$ cat src/rtl/wb_ic_pkg.sv
// Shared types for the Wishbone interconnect: FSM state encoding, fault type codes
// and the width helper used to size the slave timeout counter.
package wb_ic_pkg;

  typedef enum logic [1:0] {
    StIdle      = 2'd0,
    StDecodeErr = 2'd1,
    StActive    = 2'd2,
    StTimeout   = 2'd3
  } ic_state_e;

  typedef enum logic {
    FaultDecode  = 1'b0,
    FaultTimeout = 1'b1
  } fault_type_e;

  function automatic int unsigned clog2(input int unsigned value);
    int unsigned width;
    width = 0;
    while ((64'd1 << width) < 64'(value)) width++;
    return width;
  endfunction

endpackage

$ cat src/rtl/wb_interconnect_if.sv
// Wishbone master-side and slave-side bundle for wb_interconnect.
// Modports: master (bus master), slave (slave array), ic (the interconnect itself).
interface wb_interconnect_if #(
  parameter int unsigned N_SLAVES = 4,
  parameter int unsigned ADDR_W   = 32,
  parameter int unsigned DATA_W   = 32
);

  logic [ADDR_W-1:0]          m_addr_i;
  logic [DATA_W-1:0]          m_dat_i;
  logic [DATA_W-1:0]          m_dat_o;
  logic                       m_we_i;
  logic [DATA_W/8-1:0]        m_sel_i;
  logic                       m_cyc_i;
  logic                       m_stb_i;
  logic                       m_lock_i;
  logic                       m_ack_o;
  logic                       m_err_o;
  logic                       m_rty_o;

  logic [ADDR_W-1:0]          s_addr_o;
  logic [DATA_W-1:0]          s_dat_o;
  logic                       s_we_o;
  logic [DATA_W/8-1:0]        s_sel_o;
  logic [N_SLAVES-1:0]        s_cyc_o;
  logic [N_SLAVES-1:0]        s_stb_o;
  logic [N_SLAVES*DATA_W-1:0] s_dat_i;
  logic [N_SLAVES-1:0]        s_ack_i;
  logic [N_SLAVES-1:0]        s_err_i;
  logic [N_SLAVES-1:0]        s_rty_i;

  modport master (
    output m_addr_i, m_dat_i, m_we_i, m_sel_i, m_cyc_i, m_stb_i, m_lock_i,
    input  m_dat_o, m_ack_o, m_err_o, m_rty_o
  );

  modport slave (
    input  s_addr_o, s_dat_o, s_we_o, s_sel_o, s_cyc_o, s_stb_o,
    output s_dat_i, s_ack_i, s_err_i, s_rty_i
  );

  modport ic (
    input  m_addr_i, m_dat_i, m_we_i, m_sel_i, m_cyc_i, m_stb_i, m_lock_i,
    output m_dat_o, m_ack_o, m_err_o, m_rty_o,
    output s_addr_o, s_dat_o, s_we_o, s_sel_o, s_cyc_o, s_stb_o,
    input  s_dat_i, s_ack_i, s_err_i, s_rty_i
  );

endinterface

$ cat src/rtl/wb_ic_decoder.sv
// Combinational address map check: slave index from the region field, hit only when the
// index is populated and every address bit above the field is zero.
module wb_ic_decoder #(
  parameter int unsigned N_SLAVES    = 4,
  parameter int unsigned ADDR_W      = 32,
  parameter int unsigned REGION_BITS = 8,
  parameter int unsigned IDX_W       = 2
) (
  input  logic [ADDR_W-1:0] addr_i,
  output logic              hit_o,
  output logic [IDX_W-1:0]  idx_o
);

  localparam int unsigned NumIdx   = 2 ** IDX_W;
  localparam int unsigned UpperLsb = REGION_BITS + IDX_W;

  logic [NumIdx-1:0] idx_valid;

  always_comb begin
    idx_valid = '0;
    for (int unsigned k = 0; k < NumIdx; k++) begin
      idx_valid[k] = (k < N_SLAVES);
    end
  end

  assign idx_o = addr_i[REGION_BITS +: IDX_W];
  assign hit_o = idx_valid[idx_o] && ((addr_i >> UpperLsb) == '0);

endmodule

$ cat src/rtl/wb_interconnect.sv
// Single-master, N-slave Wishbone classic interconnect with decode/timeout error answers
// and a saturating fault counter. Define WB_IC_FAULT_CAPTURE_EN to add fault address/type capture.
module wb_interconnect
  import wb_ic_pkg::*;
#(
  parameter int unsigned N_SLAVES       = 4,
  parameter int unsigned ADDR_W         = 32,
  parameter int unsigned DATA_W         = 32,
  parameter int unsigned REGION_BITS    = 8,
  parameter int unsigned IDX_W          = 2,
  parameter int unsigned TIMEOUT_CYCLES = 255
) (
  input  logic              clk_i,
  input  logic              ext_rst_i,
  wb_interconnect_if.ic     bus,
  output logic [7:0]        fault_count_o,
`ifdef WB_IC_FAULT_CAPTURE_EN
  output logic [ADDR_W-1:0] fault_addr_o,
  output logic              fault_type_o,
`endif
  output logic              busy_o
);

  localparam int unsigned    TmoW    = clog2(TIMEOUT_CYCLES + 1);
  localparam logic [TmoW-1:0] TmoLast = TmoW'(TIMEOUT_CYCLES - 1);

  ic_state_e        state_q;
  logic [IDX_W-1:0] idx_q;
  logic             cyc_q;
  logic             stb_q;
  logic [TmoW-1:0]  tmo_cnt_q;
  logic [7:0]       fault_cnt_q;

  logic             dec_hit;
  logic [IDX_W-1:0] dec_idx;

  wb_ic_decoder #(
    .N_SLAVES    (N_SLAVES),
    .ADDR_W      (ADDR_W),
    .REGION_BITS (REGION_BITS),
    .IDX_W       (IDX_W)
  ) u_decoder (
    .addr_i (bus.m_addr_i),
    .hit_o  (dec_hit),
    .idx_o  (dec_idx)
  );

  logic              sel_ack;
  logic              sel_err;
  logic              sel_rty;
  logic [DATA_W-1:0] sel_dat;

  always_comb begin
    sel_ack = 1'b0;
    sel_err = 1'b0;
    sel_rty = 1'b0;
    sel_dat = '0;
    bus.s_cyc_o = '0;
    bus.s_stb_o = '0;
    for (int unsigned k = 0; k < N_SLAVES; k++) begin
      bus.s_cyc_o[k] = cyc_q && (idx_q == IDX_W'(k));
      bus.s_stb_o[k] = stb_q && (idx_q == IDX_W'(k));
      if (idx_q == IDX_W'(k)) begin
        sel_ack = bus.s_ack_i[k];
        sel_err = bus.s_err_i[k];
        sel_rty = bus.s_rty_i[k];
        sel_dat = bus.s_dat_i[k*DATA_W +: DATA_W];
      end
    end
  end

  // A response only counts while the selected slave is strobed and the master still owns the bus.
  logic resp_valid;
  logic any_resp;
  logic req;
  logic dec_miss_enter;
  logic tmo_enter;
  logic [7:0] fault_cnt_inc;

  assign req            = bus.m_cyc_i && bus.m_stb_i;
  assign resp_valid     = (state_q == StActive) && stb_q && bus.m_cyc_i;
  assign any_resp       = resp_valid && (sel_ack || sel_err || sel_rty);
  assign dec_miss_enter = (state_q == StIdle) && req && !dec_hit;
  assign tmo_enter      = (state_q == StActive) && bus.m_cyc_i && !any_resp &&
                          (tmo_cnt_q == TmoLast);
  assign fault_cnt_inc  = (fault_cnt_q == 8'hFF) ? fault_cnt_q : fault_cnt_q + 8'd1;

  assign bus.s_addr_o = bus.m_addr_i;
  assign bus.s_dat_o  = bus.m_dat_i;
  assign bus.s_we_o   = bus.m_we_i;
  assign bus.s_sel_o  = bus.m_sel_i;

  // Err beats ack, ack beats rty.
  assign bus.m_err_o = (state_q == StDecodeErr) || (state_q == StTimeout) ||
                       (resp_valid && sel_err);
  assign bus.m_ack_o = resp_valid && sel_ack && !sel_err;
  assign bus.m_rty_o = resp_valid && sel_rty && !sel_err && !sel_ack;
  assign bus.m_dat_o = (state_q == StActive) ? sel_dat : '0;

  assign fault_count_o = fault_cnt_q;
  assign busy_o        = (state_q != StIdle);

  always_ff @(posedge clk_i or negedge ext_rst_i) begin
    if (!ext_rst_i) begin
      state_q     <= StIdle;
      idx_q       <= '0;
      cyc_q       <= 1'b0;
      stb_q       <= 1'b0;
      tmo_cnt_q   <= '0;
      fault_cnt_q <= '0;
    end else begin
      unique case (state_q)
        StIdle: begin
          if (req) begin
            idx_q     <= dec_idx;
            tmo_cnt_q <= '0;
            if (dec_hit) begin
              state_q <= StActive;
              cyc_q   <= 1'b1;
              stb_q   <= 1'b1;
            end else begin
              state_q     <= StDecodeErr;
              fault_cnt_q <= fault_cnt_inc;
            end
          end
        end
        StActive: begin
          if (!bus.m_cyc_i) begin
            state_q <= StIdle;
            cyc_q   <= 1'b0;
            stb_q   <= 1'b0;
          end else if (any_resp) begin
            tmo_cnt_q <= '0;
            stb_q     <= 1'b0;
            if (!bus.m_lock_i) begin
              state_q <= StIdle;
              cyc_q   <= 1'b0;
            end
          end else if (tmo_enter) begin
            state_q     <= StTimeout;
            cyc_q       <= 1'b0;
            stb_q       <= 1'b0;
            fault_cnt_q <= fault_cnt_inc;
          end else if (!stb_q && bus.m_stb_i) begin
            // Locked follow-on access reuses the held index.
            stb_q     <= 1'b1;
            tmo_cnt_q <= '0;
          end else begin
            tmo_cnt_q <= tmo_cnt_q + TmoW'(1);
          end
        end
        StDecodeErr, StTimeout: begin
          state_q <= StIdle;
        end
        default: state_q <= StIdle;
      endcase
    end
  end

`ifdef WB_IC_FAULT_CAPTURE_EN
  always_ff @(posedge clk_i or negedge ext_rst_i) begin
    if (!ext_rst_i) begin
      fault_addr_o <= '0;
      fault_type_o <= FaultDecode;
    end else if (dec_miss_enter) begin
      fault_addr_o <= bus.m_addr_i;
      fault_type_o <= FaultDecode;
    end else if (tmo_enter) begin
      fault_addr_o <= bus.m_addr_i;
      fault_type_o <= FaultTimeout;
    end
  end
`else
  logic unused_dec_miss;
  assign unused_dec_miss = dec_miss_enter;
`endif

endmodule

$ cat src/flat_wrapper.sv
// flat-port wrapper written by rule: the top's interface ports become plain ports
module wb_interconnect_flat import wb_ic_pkg::*;
#(
  parameter int unsigned N_SLAVES       = 4,
  parameter int unsigned ADDR_W         = 32,
  parameter int unsigned DATA_W         = 32,
  parameter int unsigned REGION_BITS    = 8,
  parameter int unsigned IDX_W          = 2,
  parameter int unsigned TIMEOUT_CYCLES = 255
)
  (clk_i, ext_rst_i, fault_count_o, busy_o, bus_m_addr_i, bus_m_dat_i, bus_m_we_i, bus_m_sel_i, bus_m_cyc_i, bus_m_stb_i, bus_m_lock_i, bus_m_dat_o, bus_m_ack_o, bus_m_err_o, bus_m_rty_o, bus_s_addr_o, bus_s_dat_o, bus_s_we_o, bus_s_sel_o, bus_s_cyc_o, bus_s_stb_o, bus_s_dat_i, bus_s_ack_i, bus_s_err_i, bus_s_rty_i);
  wb_interconnect_if #(.N_SLAVES(N_SLAVES), .ADDR_W(ADDR_W), .DATA_W(DATA_W)) bus_i ();
  input  logic clk_i;
  input  logic ext_rst_i;
  output logic [7:0] fault_count_o;
  output logic busy_o;
  input wire logic [$bits(bus_i.m_addr_i)-1:0] bus_m_addr_i;
  input wire logic [$bits(bus_i.m_dat_i)-1:0] bus_m_dat_i;
  input wire logic [$bits(bus_i.m_we_i)-1:0] bus_m_we_i;
  input wire logic [$bits(bus_i.m_sel_i)-1:0] bus_m_sel_i;
  input wire logic [$bits(bus_i.m_cyc_i)-1:0] bus_m_cyc_i;
  input wire logic [$bits(bus_i.m_stb_i)-1:0] bus_m_stb_i;
  input wire logic [$bits(bus_i.m_lock_i)-1:0] bus_m_lock_i;
  output wire logic [$bits(bus_i.m_dat_o)-1:0] bus_m_dat_o;
  output wire logic [$bits(bus_i.m_ack_o)-1:0] bus_m_ack_o;
  output wire logic [$bits(bus_i.m_err_o)-1:0] bus_m_err_o;
  output wire logic [$bits(bus_i.m_rty_o)-1:0] bus_m_rty_o;
  output wire logic [$bits(bus_i.s_addr_o)-1:0] bus_s_addr_o;
  output wire logic [$bits(bus_i.s_dat_o)-1:0] bus_s_dat_o;
  output wire logic [$bits(bus_i.s_we_o)-1:0] bus_s_we_o;
  output wire logic [$bits(bus_i.s_sel_o)-1:0] bus_s_sel_o;
  output wire logic [$bits(bus_i.s_cyc_o)-1:0] bus_s_cyc_o;
  output wire logic [$bits(bus_i.s_stb_o)-1:0] bus_s_stb_o;
  input wire logic [$bits(bus_i.s_dat_i)-1:0] bus_s_dat_i;
  input wire logic [$bits(bus_i.s_ack_i)-1:0] bus_s_ack_i;
  input wire logic [$bits(bus_i.s_err_i)-1:0] bus_s_err_i;
  input wire logic [$bits(bus_i.s_rty_i)-1:0] bus_s_rty_i;
  assign bus_i.m_addr_i = bus_m_addr_i;
  assign bus_i.m_dat_i = bus_m_dat_i;
  assign bus_i.m_we_i = bus_m_we_i;
  assign bus_i.m_sel_i = bus_m_sel_i;
  assign bus_i.m_cyc_i = bus_m_cyc_i;
  assign bus_i.m_stb_i = bus_m_stb_i;
  assign bus_i.m_lock_i = bus_m_lock_i;
  assign bus_m_dat_o = bus_i.m_dat_o;
  assign bus_m_ack_o = bus_i.m_ack_o;
  assign bus_m_err_o = bus_i.m_err_o;
  assign bus_m_rty_o = bus_i.m_rty_o;
  assign bus_s_addr_o = bus_i.s_addr_o;
  assign bus_s_dat_o = bus_i.s_dat_o;
  assign bus_s_we_o = bus_i.s_we_o;
  assign bus_s_sel_o = bus_i.s_sel_o;
  assign bus_s_cyc_o = bus_i.s_cyc_o;
  assign bus_s_stb_o = bus_i.s_stb_o;
  assign bus_i.s_dat_i = bus_s_dat_i;
  assign bus_i.s_ack_i = bus_s_ack_i;
  assign bus_i.s_err_i = bus_s_err_i;
  assign bus_i.s_rty_i = bus_s_rty_i;
  wb_interconnect #(.N_SLAVES(N_SLAVES), .ADDR_W(ADDR_W), .DATA_W(DATA_W), .REGION_BITS(REGION_BITS), .IDX_W(IDX_W), .TIMEOUT_CYCLES(TIMEOUT_CYCLES)) u_core (.clk_i(clk_i), .ext_rst_i(ext_rst_i), .bus(bus_i), .fault_count_o(fault_count_o), .busy_o(busy_o));
endmodule
$ cat config.mk
export PLATFORM = sky130hd
export DESIGN_NAME = wb_interconnect_flat
export DESIGN_NICKNAME = d
export VERILOG_FILES = /design/src/rtl/wb_ic_pkg.sv /design/src/rtl/wb_interconnect_if.sv /design/src/rtl/wb_ic_decoder.sv /design/src/rtl/wb_interconnect.sv /design/src/flat_wrapper.sv
export SDC_FILE = /design/constraint.sdc
export NUM_CORES = 1
export LEC_CHECK = 0
export ABC_AREA = 0
export CAP_MARGIN = 20
export CORE_AREA = 2 2 128 130
export DETAILED_ROUTE_END_ITERATION = 6
export DIE_AREA = 0 0 130 132
export GPL_TIMING_DRIVEN = 0
export PLACE_DENSITY = 0.66
export SETUP_SLACK_MARGIN = 0.05
export SLEW_MARGIN = 20
export SYNTH_ARGS = -nofsm -noshare
export SYNTH_HDL_FRONTEND = slang
export SYNTH_SLANG_ARGS = --single-unit
$ cat constraint.sdc
create_clock -name clk_i -period 5 [get_ports clk_i]
set_input_delay 0.5 -clock clk_i [delete_from_list [all_inputs] [get_ports clk_i]]
set_output_delay 0.5 -clock clk_i [all_outputs]
set_load 0.02 [all_outputs]
# Yosys cells after proc, flatten, opt, wreduce, memory -nomap -nowiden
# Index checks and enable logic that the tools add are counted.
# classes
add_sub_neg	2
mux	51
magnitude_cmp	1
eq_ne	18
reduce_logical	43
# op_table
operator	count
$mux 32	5
$mux 8	11
$logic_not 32->1	1
$pmux 8 s2	2
$logic_and 1x1->1	23
$mux 1	23
$add 8x1->8 const B	2
$eq 8x8->1 const B	2
$mux 2	6
$eq 2x2->1 const B	4
$reduce_and 4->1	2
$ne 2x1->1 const B	3
$ne 2x2->1 const B	3
$pmux 2 s3	1
$reduce_and 6->1	1
$ne 5x3->1 const B	1
$reduce_and 5->1	1
$eq 2x1->1 const B	2
$logic_not 1->1	4
$logic_not 2->1	2
$logic_or 1x1->1	4
$ne 4x2->1 const B	1
$ne 4x4->1 const B	1
$pmux 1 s2	2
7 further kinds	8
# word_totals
input_bits	214
out_inout_bits	121
reg_bits	22
elab_cells	121

# Depth between registers and ports, before layout
# Gate-level depths: netlist of run 1.
# logic_depth
word_depth	15
ltp_mapped	7
depth_no_buf	6

# By module
# Synthesis of run 1 repeated with hierarchy kept, for this count alone.
# unflattened
hier_cells	301
area_unflattened_um2	2916.5
# by_module_without_submodules
mod	area_per_inst_um2	seq_area_each_um2	instances	cells_each
wb_interconnect	2850.2	550.5	1	292
wb_ic_decoder	66.3	0.0	1	9

# Least setup slack after synthesis of run 1
# No wires, ideal clock.
# synth_path
path_type	reg-to-output
start	register u_core.idx_q[0]
end	output bus_m_dat_o[0]
path_buffers	2
stages_incl_launch_ff	5
required_ns	4.500
arrival_time_ns	1.737
setup_slack_ns	2.763
path_cell_list	dfrtp_1 buf_6 buf_1 mux4_2 nor2b_1
# synth_via
elab_chain_len	6
word_cells_on_any_way	9
classes_between	3 x eq/ne; 5 x mux; 1 x reduce/logical
# synth_lines
element	line	text
from (decl)	wb_interconnect.sv:28	logic [IDX_W-1:0] idx_q;
from (signal assigned)	wb_interconnect.sv:115	idx_q <= dec_idx;
$logic_not 2->1	wb_interconnect.sv:63	if (idx_q == IDX_W'(k)) begin
$mux 32 (3 in a row)	wb_interconnect.sv:63	
$mux 32 (*)	wb_interconnect.sv:63	
$mux 32 (*)	wb_interconnect.sv:98	assign bus.m_dat_o = (state_q == StActive) ? sel_dat : '0;
to (decl)	flat_wrapper.sv:24	output wire logic [$bits(bus_i.m_dat_o)-1:0] bus_m_dat_o;
# Mark *: on every way between the ends. The rest lies on a longest branch, timed or not.

# Worst setup path in the final report of run 1
# layout_path
start	register u_core.idx_q[0]
end	output bus_m_dat_o[24]
# The elaborated chain is that of the path after synthesis.

==> results.json, run 1 <==
{
  "run_status": "completed",
  "vdd_drop_max_v": 0.000116,
  "tightest_slew_ps": 896,
  "grt_usage_pct": 14.4,
  "yosysWarnings": 0,
  "crit_arrival_ps": 2750,
  "netlist_area_um2": 2910,
  "die_area_um2": 17200,
  "ant_nets": 0,
  "cp_num_buf_inv": 3,
  "drt_first_pass_iters": 4,
  "min_path_type": "input pin to async pin",
  "grt_overflow": 0,
  "synth-seq-cells": 22,
  "setup_viol": 0,
  "routed_via_density": 4.28,
  "drc": 0,
  "finalHoldViolations": 0,
  "vias": 3460,
  "whs_ps": 223,
  "cts-htree-levels": 1,
  "p_per_area_nw_per_um2": 222,
  "cts_made_buffers": 3,
  "critPathMaxStageDelay_ps": 650,
  "die_w_um": 130,
  "syn_to_final_growth_pct": 111,
  "path_clk_slew_ps": 60,
  "cp_cell_sequence": "buf_6 -> buf_1 -> mux4_2 -> nor2b_1 -> clkdlybuf4s50_1",
  "dp_hpwl_um": 11800,
  "grt_max_degree": 23,
  "numPortBuffers": 289,
  "grt_first_pass_wirelength_um": 19500,
  "placementRows": 46,
  "post-route-period-util_pct": 64.9,
  "io_pins": 335,
  "clock_latency_ps": 250,
  "initial_utilization_pct": 18.5,
  "finalSetupTns_ps": 0,
  "min_period_ps": 3250,
  "maxSlewViolCount": 0,
  "hold_buffers": 0,
  "slew_headroom_pct": 39.7,
  "postCtsResizedCells": 0,
  "cts_max_path_buffers": 2,
  "layout.nets": 811,
  "critPathTopFamily": "buffers and inverters",
  "coreArea_um2": 15700,
  "drv_cap": 0,
  "grt_pass1_vias": 3642,
  "critical_path_class": "flip-flop to primary output",
  "p_total_mw": 1.37,
  "p_leak_nw": 2.34,
  "skew_ps": 4.95,
  "cts_tree": "done",
  "antenna_found_initial": 0,
  "diodes": 0,
  "startpoint_type": "flip-flop",
  "avgSynthCellArea_um2": 9.71,
  "syn_nets": 517,
  "synth-seq-area-share_pct": 18.9,
  "fmax_mhz": 308,
  "clockRootBuffer": "clkbuf_16",
  "postSynthCellCount": 300,
  "worstSetupEndpointType": "primary output",
  "place_congestion": 0.866,
  "drtIter0Drc": 121,
  "synth_cell_types": 42,
  "die_h_um": 132,
  "worst_path_max_delay_cell": "buf_1",
  "drt-total-wl_um": 13300,
  "wire_per_inst_um": 16.5,
  "cp_max_fo": 10,
  "required_ps": 4500,
  "grt_setup_unrepaired": "false",
  "drive_gt1_share_pct": 19.8,
  "post_cts_buffers": 0,
  "clock_sinks": 22
}
-- cell type report --
| cell class | count | area, µm² |
|---|---|---|
| Multi-Input combinational cell | 186 | 1750 |
| Buffer | 85 | 587 |
| Sequential cell | 22 | 551 |
| Inverter | 7 | 26.3 |
| Clock buffer | 3 | 75.1 |
| Tap cell | 216 | 270 |
| Fill cell | 1577 | 9570 |
| Timing Repair Buffer | 289 | 2890 |
-- flip-flops by register name (all words and copies together) (netlist names) --
register	count
u_core.stb_q	1
u_core.cyc_q	1
u_core.state_q	2
u_core.tmo_cnt_q	8
u_core.idx_q	2
u_core.fault_count_o	8
-- synth_stat cells (all sizes together) --
library cell	instances	area, µm²
nor3b	3	22.5
and3	3	18.8
nand3	9	45.0
nand4	2	12.5
mux2	3	33.8
nand2b	2	12.5
o311ai	1	8.76
nor4	7	43.8
buf	74	546
or4	1	7.51
o21ai	10	50.1
or2	1	6.26
dfrtp	22	551
a41oi	1	8.76
o31ai	3	36.3
inv	7	26.3
ha	3	37.5
nor2b	33	206
and2	1	6.26
a311oi	1	8.76
a21oi	7	35.0
xor2	7	61.3
a32o	1	10.0
mux4	35	788
nand2	15	56.3
a2111oi	1	8.76
and4	3	26.3
and3b	2	17.5
clkbuf	11	41.3
nor3	4	20.0
or3	5	31.3
a31o	1	8.76
o211ai	2	15.0
a31oi	4	40.0
nor2	13	48.8
o31a	1	8.76
nor4b	1	8.76
-- per-layer routing --
layer / vias up / part of all wire, % / wire length [µm] / track usage, %
li1: 1621 / - / - / -
met1: 1638 / 36 / 4830 / 16.0
met2: 193 / 55 / 7380 / 28.9
met3: 8 / 7.5 / 998 / 2.23
met4: 0 / 0.87 / 116 / 1.97
met5: - / 0 / 0 / 0
-- stage by stage --
stage	utilization (%)	area, µm²	setup WS (ps)	std cells
2_1_floorplan	-	2910	2760	300
3_3_place_gp	38.7	6080	1790	805
3_5_place_dp	38.7	6080	1790	805
4_1_cts	39.2	6150	1660	808
5_1_grt	39.1	6150	1550	808
6_report	39.1	6150	1750	808
-- final timing paths --
| kind | startpoint | endpoint | slack, ps | depth (start not counted) |
|---|---|---|---|---|
| min | ext_rst_i | u_core.cyc_q$_DFFE_PN0P_ | 220 | 1 |
| max | u_core.idx_q[0]$_DFFE_PN0P_ | bus_m_dat_o[24] | 1750 | 5 |
| min in group clk_i | u_core.fault_count_o[7]$_DFFE_PN0P_ | u_core.fault_count_o[7]$_DFFE_PN0P_ | 500 | 1 |
| min reg2reg | u_core.fault_count_o[7]$_DFFE_PN0P_ | u_core.fault_count_o[7]$_DFFE_PN0P_ | 500 | 1 |
| max in group asynchronous | ext_rst_i | u_core.state_q[1]$_DFFE_PN0P_ | 4430 | 1 |
| max reg2reg | u_core.idx_q[1]$_DFFE_PN0P_ | u_core.fault_count_o[1]$_DFFE_PN0P_ | 2480 | 6 |
-- cells by family (layout without fill, tap and decap cells) --
kind of cell	Yosys count	after routing	synth area share, %
and+or+nand+nor	105	105	20.3
buffers and inverters	92	384	21.0
muxes	38	38	28.2
AOI/OAI and AO/OA	33	33	8.20
DFF	22	22	18.9
xor gates and xnor gates	7	7	2.10
adders and majority gates	3	3	1.29
-- report_power, final --
group          switching (mW)  leakage (nW)  internal, mW
Combinational           0.395          2.01         0.566
Clock                  0.0595        0.0370         0.105
Sequential             0.0323         0.293         0.208
Total                   0.487          2.34         0.879
-- layout by cell type, fill, tap and decap left out, types with 3 or more instances in the layout --
cell	count
clkdlybuf4s50_1	288
a21oi_1	7
and3_1	3
buf_4	69
and4_1	3
or3_1	5
buf_1	3
dfrtp_1	22
nor2b_1	33
nand2_1	15
o21ai_0	10
mux2_2	3
nor3_1	4
ha_1	3
xor2_1	7
nor2_1	13
nor3b_1	3
nor4_1	7
inv_1	7
a31oi_1	3
clkbuf_1	11
mux4_2	35
clkbuf_16	3
nand3_1	9
No activity file was read; power rests on OpenSTA's default activity.
==> inputs of run 2 (changes only) <==
--- a/config.mk
+++ b/config.mk
@@ -7,11 +7,11 @@
 export LEC_CHECK = 0
 export ABC_AREA = 0
 export CAP_MARGIN = 20
-export CORE_AREA = 2 2 128 130
+export CORE_AREA = 2 2 129 131
 export DETAILED_ROUTE_END_ITERATION = 6
-export DIE_AREA = 0 0 130 132
+export DIE_AREA = 0 0 131 133
 export GPL_TIMING_DRIVEN = 0
-export PLACE_DENSITY = 0.66
+export PLACE_DENSITY = 0.67
 export SETUP_SLACK_MARGIN = 0.05
 export SLEW_MARGIN = 20
 export SYNTH_ARGS = -nofsm -noshare
==> constraint.sdc (replaced) <==
create_clock -name clk_i -period 2.9 [get_ports clk_i]
set_input_delay 0.29 -clock clk_i [delete_from_list [all_inputs] [get_ports clk_i]]
set_output_delay 0.29 -clock clk_i [all_outputs]
set_load 0.02 [all_outputs]
==> run 2 against run 1 <==
  * Worst hold slack got worse by 220 ps
  * Combinational power increased by 73%
  * Wire length shrank 2.2%
  * Clock skew is 0.70 ps lower
  * Via count down 1.8%
  * Largest cell class unchanged
==> results.json, run 2 (synthesis results as in run 1) <==
{
  "grt_usage_pct": 14.2,
  "clockRootBuffer": "clkbuf_16",
  "grt_setup_unrepaired": "false",
  "cp_cell_sequence": "buf_6 -> buf_2 -> mux4_2 -> nor2b_1 -> clkdlybuf4s50_1",
  "tightest_slew_ps": 766,
  "routed_via_density": 4.18,
  "crit_arrival_ps": 2430,
  "die_h_um": 133,
  "grt_first_pass_wirelength_um": 18900,
  "io_pins": 335,
  "drt_first_pass_iters": 4,
  "numPortBuffers": 289,
  "switching_share_pct": 34.8,
  "antenna_found_initial": 1,
  "p_comb_share_pct": 67.0,
  "power_frac_seq_pct": 17.5,
  "drv_cap": 0,
  "fin_util_pct": 38.3,
  "worst_path_max_delay_cell": "clkdlybuf4s50_1",
  "setup_viol": 0,
  "grt_max_degree": 23,
  "p_int_mw": 1.62,
  "finalHoldViolations": 0,
  "slew_headroom_pct": 48.5,
  "min_path_type": "input pin to async pin",
  "diodes": 0,
  "maxSlewViolCount": 0,
  "cts-htree-levels": 1,
  "path_clk_slew_ps": 60,
  "cp_max_fo": 10,
  "min_period_ps": 2720,
  "finalSetupTns_ps": 0,
  "cp_num_buf_inv": 3,
  "cts_tree": "done",
  "ant_nets": 0,
  "critPathTopFamily": "buffers and inverters",
  "wire_per_inst_um": 16.1,
  "placementRows": 47,
  "dp.cells": 809,
  "critical_path_class": "flip-flop to primary output",
  "die_w_um": 131,
  "vdd_drop_max_v": 0.000234,
  "clock_sinks": 22,
  "skew_ps": 4.25,
  "initial_utilization_pct": 18.0,
  "layout.nets": 810,
  "p_sw_mw": 0.863,
  "place_congestion": 0.791,
  "critPathMaxStageDelay_ps": 630,
  "cts_made_buffers": 3,
  "fillCellCount": 1634,
  "cts_max_path_buffers": 2,
  "instances_no_fill": 812,
  "final_cell_mix": "clkdlybuf4s50_1 (288), buf_4 (69), mux4_2 (35), nor2b_1 (33), dfrtp_1 (22)",
  "clkPwrFrac_pct": 15.5,
  "post_cts_buffers": 0,
  "drtIter0Drc": 95,
  "fmax_mhz": 367,
  "final_common_cell": "clkdlybuf4s50_1",
  "drive_gt1_share_pct": 21.8,
  "grt_overflow": 0,
  "p_per_area_nw_per_um2": 400,
  "coreArea_um2": 16200,
  "drt-total-wl_um": 13000,
  "grt_pass1_vias": 3396,
  "syn_to_final_growth_pct": 113,
  "p_total_mw": 2.48,
  "worstSetupEndpointType": "primary output",
  "post-route-period-util_pct": 93.9,
  "run_status": "completed",
  "vias": 3398,
  "die_area_um2": 17400,
  "p_leak_nw": 2.38,
  "drc": 0,
  "dp_hpwl_um": 11500,
  "required_ps": 2610,
  "clock_latency_ps": 250,
  "startpoint_type": "flip-flop"
}
-- run 2: changes by cell type in the layout (fill, tap and decap cells not counted), sizes merged --
cell	change
bufinv	+1
clkbuf	-1
-- run 2: path summary, 6_finish.rpt --
kind	end	cells after the start	startpoint	slack, ps
setup / recovery	bus_m_dat_o[19]	5	u_core.idx_q[0]$_DFFE_PN0P_	180
hold / removal	u_core.tmo_cnt_q[4]$_DFFE_PN0P_	1	ext_rst_i	2
setup reg to reg	u_core.fault_count_o[1]$_DFFE_PN0P_	6	u_core.idx_q[0]$_DFFE_PN0P_	500
hold reg to reg	u_core.fault_count_o[5]$_DFFE_PN0P_	1	u_core.fault_count_o[5]$_DFFE_PN0P_	490
max in group asynchronous	u_core.fault_count_o[1]$_DFFE_PN0P_	1	ext_rst_i	2560
min in group clk_i	u_core.fault_count_o[5]$_DFFE_PN0P_	1	u_core.fault_count_o[5]$_DFFE_PN0P_	490
-- run 2: what timing repair did --
action / 4_1_cts / 5_1_grt
setup endpoints to repair: 32 / 29
hold endpoints to repair: 0 / 0
pin swaps: 0 / 0
hold buffers: 0 / 0
resized for setup: 10 / 7
-- run 2: metrics by stage --
stage | setup WS, ps | hold WS [ps] | instance area [µm²]
after detailed placement | 68.0 | 481 | 6080
after global routing | 79.0 | 45.8 | 6200
after floorplan | 751 | -5.59 | 2910
after global placement | 54.2 | 480 | 6080
after CTS | 56.2 | 490 | 6210
final | 177 | 1.51 | 6200
-- run 2: final cells by class --
type	instances	area, µm²	share of cell area, %
clock inverters	1	30.0	0.484
repair buffers	289	2890	46.6
plain buffers	84	596	9.61
inverters	7	26.3	0.424
multi-input cells	186	1760	28.4
flip-flops and latches	22	551	8.88
well taps	220	275	4.44
clock buffers	3	75.1	1.21
-- run 2: power by group through the flow --
| stage | registers (mW) | logic [mW] | clock network (mW) |
|---|---|---|---|
| floorplan | 0.449 | 1.03 | 0 |
| global placement | 0.419 | 1.68 | 0 |
| detailed placement | 0.421 | 1.70 | 0 |
| CTS | 0.416 | 1.72 | 0.398 |
| global route | 0.451 | 1.79 | 0.410 |
| finish | 0.435 | 1.66 | 0.384 |
-- run 2: routing by layer --
layer  vias up  global-route usage (%)  wire length (µm)
met5         -                       0                13
met2       173                    24.8              6640
met1      1581                    17.3              5000
li1       1634                       -                 -
met4         2                    1.71                79
met3         8                    4.61              1310
-- run 2: worst register-to-register path: stages (launching register included) --
cell,delay [ps]
dfrtp_1,340
buf_6,160
mux4_2,650
o31ai_4,420
a31oi_4,170
nor2_1,210
mux2_2,350
